File: config.mk
export PLATFORM = sky130hd
export DESIGN_NAME = minx16_bus_bridge
export DESIGN_NICKNAME = d
export VERILOG_FILES = /design/src/rtl/minx16_bus_pkg.sv /design/src/rtl/minx16_bus_watchdog.sv /design/src/rtl/minx16_bus_bridge.sv
export SDC_FILE = /design/constraint.sdc
export NUM_CORES = 1
export LEC_CHECK = 0
export CORE_MARGIN = 10
export CORE_UTILIZATION = 43
export DETAILED_ROUTE_END_ITERATION = 10
export PLACE_DENSITY = 0.8
export SETUP_SLACK_MARGIN = 0.4
export SYNTH_ARGS = -nofsm -noshare
export SYNTH_HDL_FRONTEND = slang
export SYNTH_SLANG_ARGS = --single-unit
File: constraint.sdc
create_clock -name clk_i -period 2.15 [get_ports clk_i]
set_input_delay 0.43 -clock clk_i [delete_from_list [all_inputs] [get_ports clk_i]]
set_output_delay 0.43 -clock clk_i [all_outputs]
set_load 0.01 [all_outputs]
File: src/rtl/minx16_bus_pkg.sv
// Shared types and constants for the Minx16 external-bus to Wishbone bridge.
// The MINX16_BUS_TIMEOUT_EN build option is handled in the bridge and watchdog files.
package minx16_bus_pkg;

    localparam int AD_W = 16;
    localparam int SEL_W = 2;
    localparam logic [AD_W-1:0] HIZ_ALL = 16'hFFFF;
    localparam logic [AD_W-1:0] ERR_RDATA_DEF = 16'hFFFF;

    typedef enum logic [2:0] {
        IDLE    = 3'd0,
        WB_RD   = 3'd1,
        WB_WR   = 3'd2,
        HOLD_RD = 3'd3,
        HOLD_WR = 3'd4,
        DRAIN   = 3'd5
    } bus_state_e;

endpackage

File: src/rtl/minx16_bus_watchdog.sv
// Ack watchdog for the bus bridge: counts un-acked Wishbone cycles and flags expiry.
// Only instantiated when MINX16_BUS_TIMEOUT_EN is defined.
module minx16_bus_watchdog #(
    parameter int TIMEOUT_CYC = 64
) (
    input  logic clk_i,
    input  logic rst_i,
    input  logic clear_i,
    input  logic enable_i,
    output logic expired_o
);

    localparam int CNT_W = (TIMEOUT_CYC > 2) ? $clog2(TIMEOUT_CYC) : 1;
    localparam logic [CNT_W-1:0] LAST_CNT = CNT_W'(TIMEOUT_CYC - 1);

    logic [CNT_W-1:0] cnt_q;
    logic [CNT_W-1:0] cnt_d;

    always_comb begin
        cnt_d = cnt_q;
        if (clear_i) begin
            cnt_d = '0;
        end else if (enable_i && (cnt_q != LAST_CNT)) begin
            cnt_d = cnt_q + 1'b1;
        end
    end

    always_ff @(posedge clk_i) begin
        if (!rst_i) begin
            cnt_q <= '0;
        end else begin
            cnt_q <= cnt_d;
        end
    end

    assign expired_o = (cnt_q == LAST_CNT);

endmodule

File: src/rtl/minx16_bus_bridge.sv
// Demultiplexes the Minx16 AD bus and runs each CPU access as one classic Wishbone cycle.
// Define MINX16_BUS_TIMEOUT_EN to enable the ack timeout and the sticky err_o flag.
module minx16_bus_bridge
    import minx16_bus_pkg::*;
#(
    parameter int TIMEOUT_CYC = 64,
    parameter logic [AD_W-1:0] ERR_RDATA = ERR_RDATA_DEF
) (
    input  logic             clk_i,
    input  logic             rst_i,
    input  logic [AD_W-1:0]  ad_i,
    output logic [AD_W-1:0]  ad_o,
    output logic [AD_W-1:0]  ad_e_o,
    input  logic             ale_i,
    input  logic             dle_i,
    input  logic [SEL_W-1:0] stb_i,
    input  logic             rd_i,
    input  logic             wr_i,
    output logic             rdy_o,
    output logic [AD_W-1:0]  wb_adr_o,
    output logic [AD_W-1:0]  wb_dat_o,
    input  logic [AD_W-1:0]  wb_dat_i,
    output logic [SEL_W-1:0] wb_sel_o,
    output logic             wb_we_o,
    output logic             wb_cyc_o,
    output logic             wb_stb_o,
    input  logic             wb_ack_i,
    output logic             err_o
);

    bus_state_e       state_q, state_d;
    logic [AD_W-1:0]  addr_q, addr_d;
    logic [AD_W-1:0]  wdat_q, wdat_d;
    logic [AD_W-1:0]  rdata_q, rdata_d;
    logic [SEL_W-1:0] sel_q, sel_d;
    logic [AD_W-1:0]  ad_o_q, ad_o_d;
    logic [AD_W-1:0]  ad_e_q, ad_e_d;
    logic             rdy_q, rdy_d;
    logic             wb_active;
    logic             timeout_hit;

    assign wb_active = (state_q == WB_RD) || (state_q == WB_WR);

`ifdef MINX16_BUS_TIMEOUT_EN
    logic err_q;

    minx16_bus_watchdog #(
        .TIMEOUT_CYC(TIMEOUT_CYC)
    ) u_watchdog (
        .clk_i    (clk_i),
        .rst_i    (rst_i),
        .clear_i  (!wb_active),
        .enable_i (wb_active && !wb_ack_i),
        .expired_o(timeout_hit)
    );

    // An ack arriving in the expiry cycle completes normally and leaves err_o alone.
    always_ff @(posedge clk_i) begin
        if (!rst_i) begin
            err_q <= 1'b0;
        end else if (wb_active && !wb_ack_i && timeout_hit) begin
            err_q <= 1'b1;
        end
    end

    assign err_o = err_q;
`else
    logic unused_cfg;

    assign unused_cfg  = (TIMEOUT_CYC > 0);
    assign timeout_hit = 1'b0;
    assign err_o       = 1'b0;
`endif

    always_comb begin
        state_d = state_q;
        addr_d  = addr_q;
        wdat_d  = wdat_q;
        rdata_d = rdata_q;
        sel_d   = sel_q;
        ad_o_d  = '0;
        ad_e_d  = HIZ_ALL;
        rdy_d   = 1'b0;

        case (state_q)
            IDLE: begin
                if (ale_i) begin
                    addr_d = ad_i;
                end
                if (rd_i) begin
                    sel_d = stb_i;
                    if (stb_i == '0) begin
                        rdata_d = ERR_RDATA;
                        state_d = HOLD_RD;
                    end else begin
                        state_d = WB_RD;
                    end
                end else if (wr_i && dle_i) begin
                    wdat_d = ad_i;
                    sel_d  = stb_i;
                    state_d = (stb_i == '0) ? HOLD_WR : WB_WR;
                end
            end
            WB_RD: begin
                if (wb_ack_i) begin
                    rdata_d = wb_dat_i;
                    state_d = rd_i ? HOLD_RD : DRAIN;
                end else if (timeout_hit) begin
                    rdata_d = ERR_RDATA;
                    state_d = rd_i ? HOLD_RD : DRAIN;
                end
            end
            WB_WR: begin
                if (wb_ack_i || timeout_hit) begin
                    state_d = wr_i ? HOLD_WR : DRAIN;
                end
            end
            HOLD_RD: begin
                // The pad is driven only while the core is still sampling with rd_i high.
                if (rd_i) begin
                    rdy_d  = 1'b1;
                    ad_e_d = '0;
                    ad_o_d = rdata_q;
                end else begin
                    state_d = IDLE;
                end
            end
            HOLD_WR: begin
                if (wr_i) begin
                    rdy_d = 1'b1;
                end else begin
                    state_d = IDLE;
                end
            end
            DRAIN: begin
                state_d = IDLE;
            end
            default: begin
                state_d = IDLE;
            end
        endcase
    end

    always_ff @(posedge clk_i) begin
        if (!rst_i) begin
            state_q <= IDLE;
            addr_q  <= '0;
            wdat_q  <= '0;
            rdata_q <= '0;
            sel_q   <= '0;
            ad_o_q  <= '0;
            ad_e_q  <= HIZ_ALL;
            rdy_q   <= 1'b0;
        end else begin
            state_q <= state_d;
            addr_q  <= addr_d;
            wdat_q  <= wdat_d;
            rdata_q <= rdata_d;
            sel_q   <= sel_d;
            ad_o_q  <= ad_o_d;
            ad_e_q  <= ad_e_d;
            rdy_q   <= rdy_d;
        end
    end

    assign ad_o     = ad_o_q;
    assign ad_e_o   = ad_e_q;
    assign rdy_o    = rdy_q;
    assign wb_cyc_o = wb_active;
    assign wb_stb_o = wb_active;
    assign wb_we_o  = (state_q == WB_WR);
    assign wb_adr_o = addr_q;
    assign wb_dat_o = wdat_q;
    assign wb_sel_o = sel_q;

endmodule

==> run_results.csv <==
group,metric,value,unit
logic_synthesis,ys_warn_count,0,
worst_hold_path,min_to,"ad_o[13]",
clocking,cts_tree,"done",
clocking,root_buffer,"clkbuf_8",
setup_path,worstSetupEndpointType,"output pin",
setup_path,cp_slowest_cell,"dfxtp_2",
logic_synthesis,synth_area,2830,um2
logic_synthesis,syn_inst,301,
placement,port-buffer-count,110,
detailed_routing,post-route-drc-count,0,
setup_path,reg2reg_to,"rdata_q[15]",
die,dieWidth,101,um
logic_synthesis,avgSynthCellArea,9.42,um2
clocking,clock_sinks,71,
placement,detailed_place_hpwl,5580,um
power,leakagePower,1.74,nW
die,fp.dieH,101,um
global_route,antenna_found_initial,0,
logic_synthesis,ys_ff_latch,71,
clocking,path_clk_slew,0.08,ns
logic_synthesis,ys_types,36,
placement,globalplace.congestion,0.749,
detailed_routing,drt-pass1-iter-count,4,
logic_synthesis,async_reset_ff_share,0,%
detailed_routing,vias,2431,
global_route,grt_pass1_wl,12000,um
clocking,cts_made_buffers,9,
logic_synthesis,synth-edff-count,0,
die,ioPinCount,112,
sta,skew,0.0155,ns
placement,postPlaceCellArea,3910,um2
die,core_area,6390,um2
detailed_routing,postRouteWirelength,7920,um
sta,setup-violations-final,0,
setup_path,cp_max_fo,4,
sta,layout_setup_ws,0.406,ns
clocking,clk_latency,0.35,ns
layout,nets,448,
layout,final_cells,488,
logic_synthesis,yosys.area.top_type,"dfxtp_1",
setup_path,reg2regPathDepth,6,
sta,finalHoldViolCount,0,
placement,placed_cells,463,
sta,rsz0062_at_grt,"true",
setup_path,crit_required,1.72,ns
sta,post-route-period-util,81.1,%
setup_path,r2r_start,"state_q[0]",
layout,area_growth,49.6,%
setup_path,worstSetupPathType,"reg2out",
sta,drv_slew,0,
detailed_routing,routedWlPerCell,16.2,um
setup_path,critPathArrivalTime,1.31,ns
die,num_rows,29,
die,die_area,10200,um2
detailed_routing,initialDrtViolationCount,100,
run,drv_cap,0,
layout,fill_cells,524,
power,peakVddDrop,0.689,mV
global_route,grt_max_degree,35,
logic_synthesis,synth_top_area_share,50.2,%
layout,diodes,0,
sta,layout_min_cycle_time,1.74,ns
power,p_per_area,961,nW/um2
clocking,clk_path_buf_depth,2,
logic_synthesis,ys.flop_type,"dfxtp_1",
global_route,grt_pass1_vias,2375,
setup_path,slowest_delay,0.36,ns
setup_path,r2r_slack,0.42,ns
setup_path,critical_path.cell_chain,"nor2b_4, nor2b_1, dlygate4sd2_1",
logic_synthesis,ys_top_cells_by_area,"dfxtp_1, nand2_1, a21boi_0, o211a_1, buf_4",
placement,dp_slack,0.00358,ns
logic_synthesis,synth_nets,343,
setup_path,setup.worst_path.start_class,"flip-flop",
logic_synthesis,synth.top_cells.by_count,"dfxtp_1, nand2_1, a21boi_0, buf_4, and2_1",
clocking,cts.htree.levels,3,
worst_hold_path,min_from,"rdata_q[13]",
detailed_routing,routed_via_density,4.98,
worst_hold_path,worstHoldPathCells,1,
outcome,status,"complete, no violations",
worst_hold_path,hold_path.class,"reg2reg",
layout,final_area,4240,um2
die,start_util,44.4,%
sta,fin_setup_tns,0,ns
global_route,grt.total_usage,14.5,%
layout,drive_gt1_share,12.2,%
logic_synthesis,yosysMostFrequentCell,"dfxtp_1",
logic_synthesis,ys_seq_area_share,50.2,%
sta,timing.fmax,574,MHz
detailed_routing,postRouteAntennaNets,0,
power,total_power,0.00408,W
global_route,gr-total-overflow,0,
==> worst max path at each step <==
stage / startpoint / end / depth (start not counted)
6_report: state_q[1] / wb_we_o / 3
3_5_place_dp: stb_i[0] / rdata_q[1] / 6
5_1_grt: state_q[1] / wb_we_o / 3
2_1_floorplan: state_q[0] / wb_stb_o / 5
4_1_cts: state_q[1] / wb_we_o / 3
3_3_place_gp: stb_i[0] / rdata_q[2] / 6
==> cell families after synthesis <==
family,Yosys count,synth area share (%)
AOI/OAI and AO/OA,56,16.2
and+or+nand+nor,127,22.8
xor gates and xnor gates,1,0.309
buffers and inverters,40,8.56
muxes,4,1.41
DFF,71,50.2
adders and majority gates,1,0.441
other,1,0.132
==> flip-flops by register name, summed over array words and instances (netlist names) <==
name,count
rdy_o,1
ad_o,16
wb_sel_o,2
state_q,3
wb_dat_o,16
rdata_q,16
ad_e_o,1
wb_adr_o,16
==> layer usage <==
layer | GRT usage [%] | vias up | routed length, um
met5 | 0 | - | 0
met4 | 4.82 | 0 | 99
met3 | 7.28 | 9 | 689
met2 | 23.0 | 89 | 3760
met1 | 16.5 | 1136 | 3370
li1 | - | 1197 | -
==> worst max-delay path: cells and delay by family, from the launching register on <==
kind	cells	cell delay, ns
buffers and inverters	1	0.28
and+or+nand+nor	2	0.32
DFF	1	0.36
==> area by class of cell <==
cell class	instances	area, um2	share of cell area (%)
flip-flops and latches	71	1430	33.8
repair buffers	132	1320	31.1
multi-input cells	190	1190	28.1
clock buffers	9	124	2.92
well taps	77	96.3	2.27
clock inverters	7	71.3	1.68
inverters	2	7.51	0.177
==> placed cells by master, fill, tap and decap left out, drive strengths merged, types with 13 or more instances in the layout <==
cell type,synthesis,routed
and2,17,17
dfxtp,71,71
nand2,70,70
a21boi,34,34
clkbuf,14,13
dlygate4sd2,0,17
clkdlybuf4s50,0,88
o211a,16,16
nand3b,16,16
buf,24,20
==> repair_timing <==
item,CTS,global route
resized for setup,26,15
gates cloned,1,2
setup endpoints to repair,37,29
hold buffers,0,0
buffers inserted,1,5
pin swaps,1,0
==> power breakdown <==
group | switching [W] | total, W | internal [W]
registers | 0.000129 | 0.00166 | 0.00153
clock network | 0.000524 | 0.00106 | 0.000535
logic | 0.000640 | 0.00136 | 0.000721
total | 0.00129 | 0.00408 | 0.00278
==> stage by stage <==
step / utilization (%) / hold WS, ns
after floorplan: - / 0.431
after global placement: 61.2 / 0.442
after detailed placement: 61.2 / 0.441
after CTS: 64.7 / 0.463
after global routing: 66.4 / 0.473
final: 66.4 / 0.457
No activity file was read; power rests on OpenSTA's default activity.
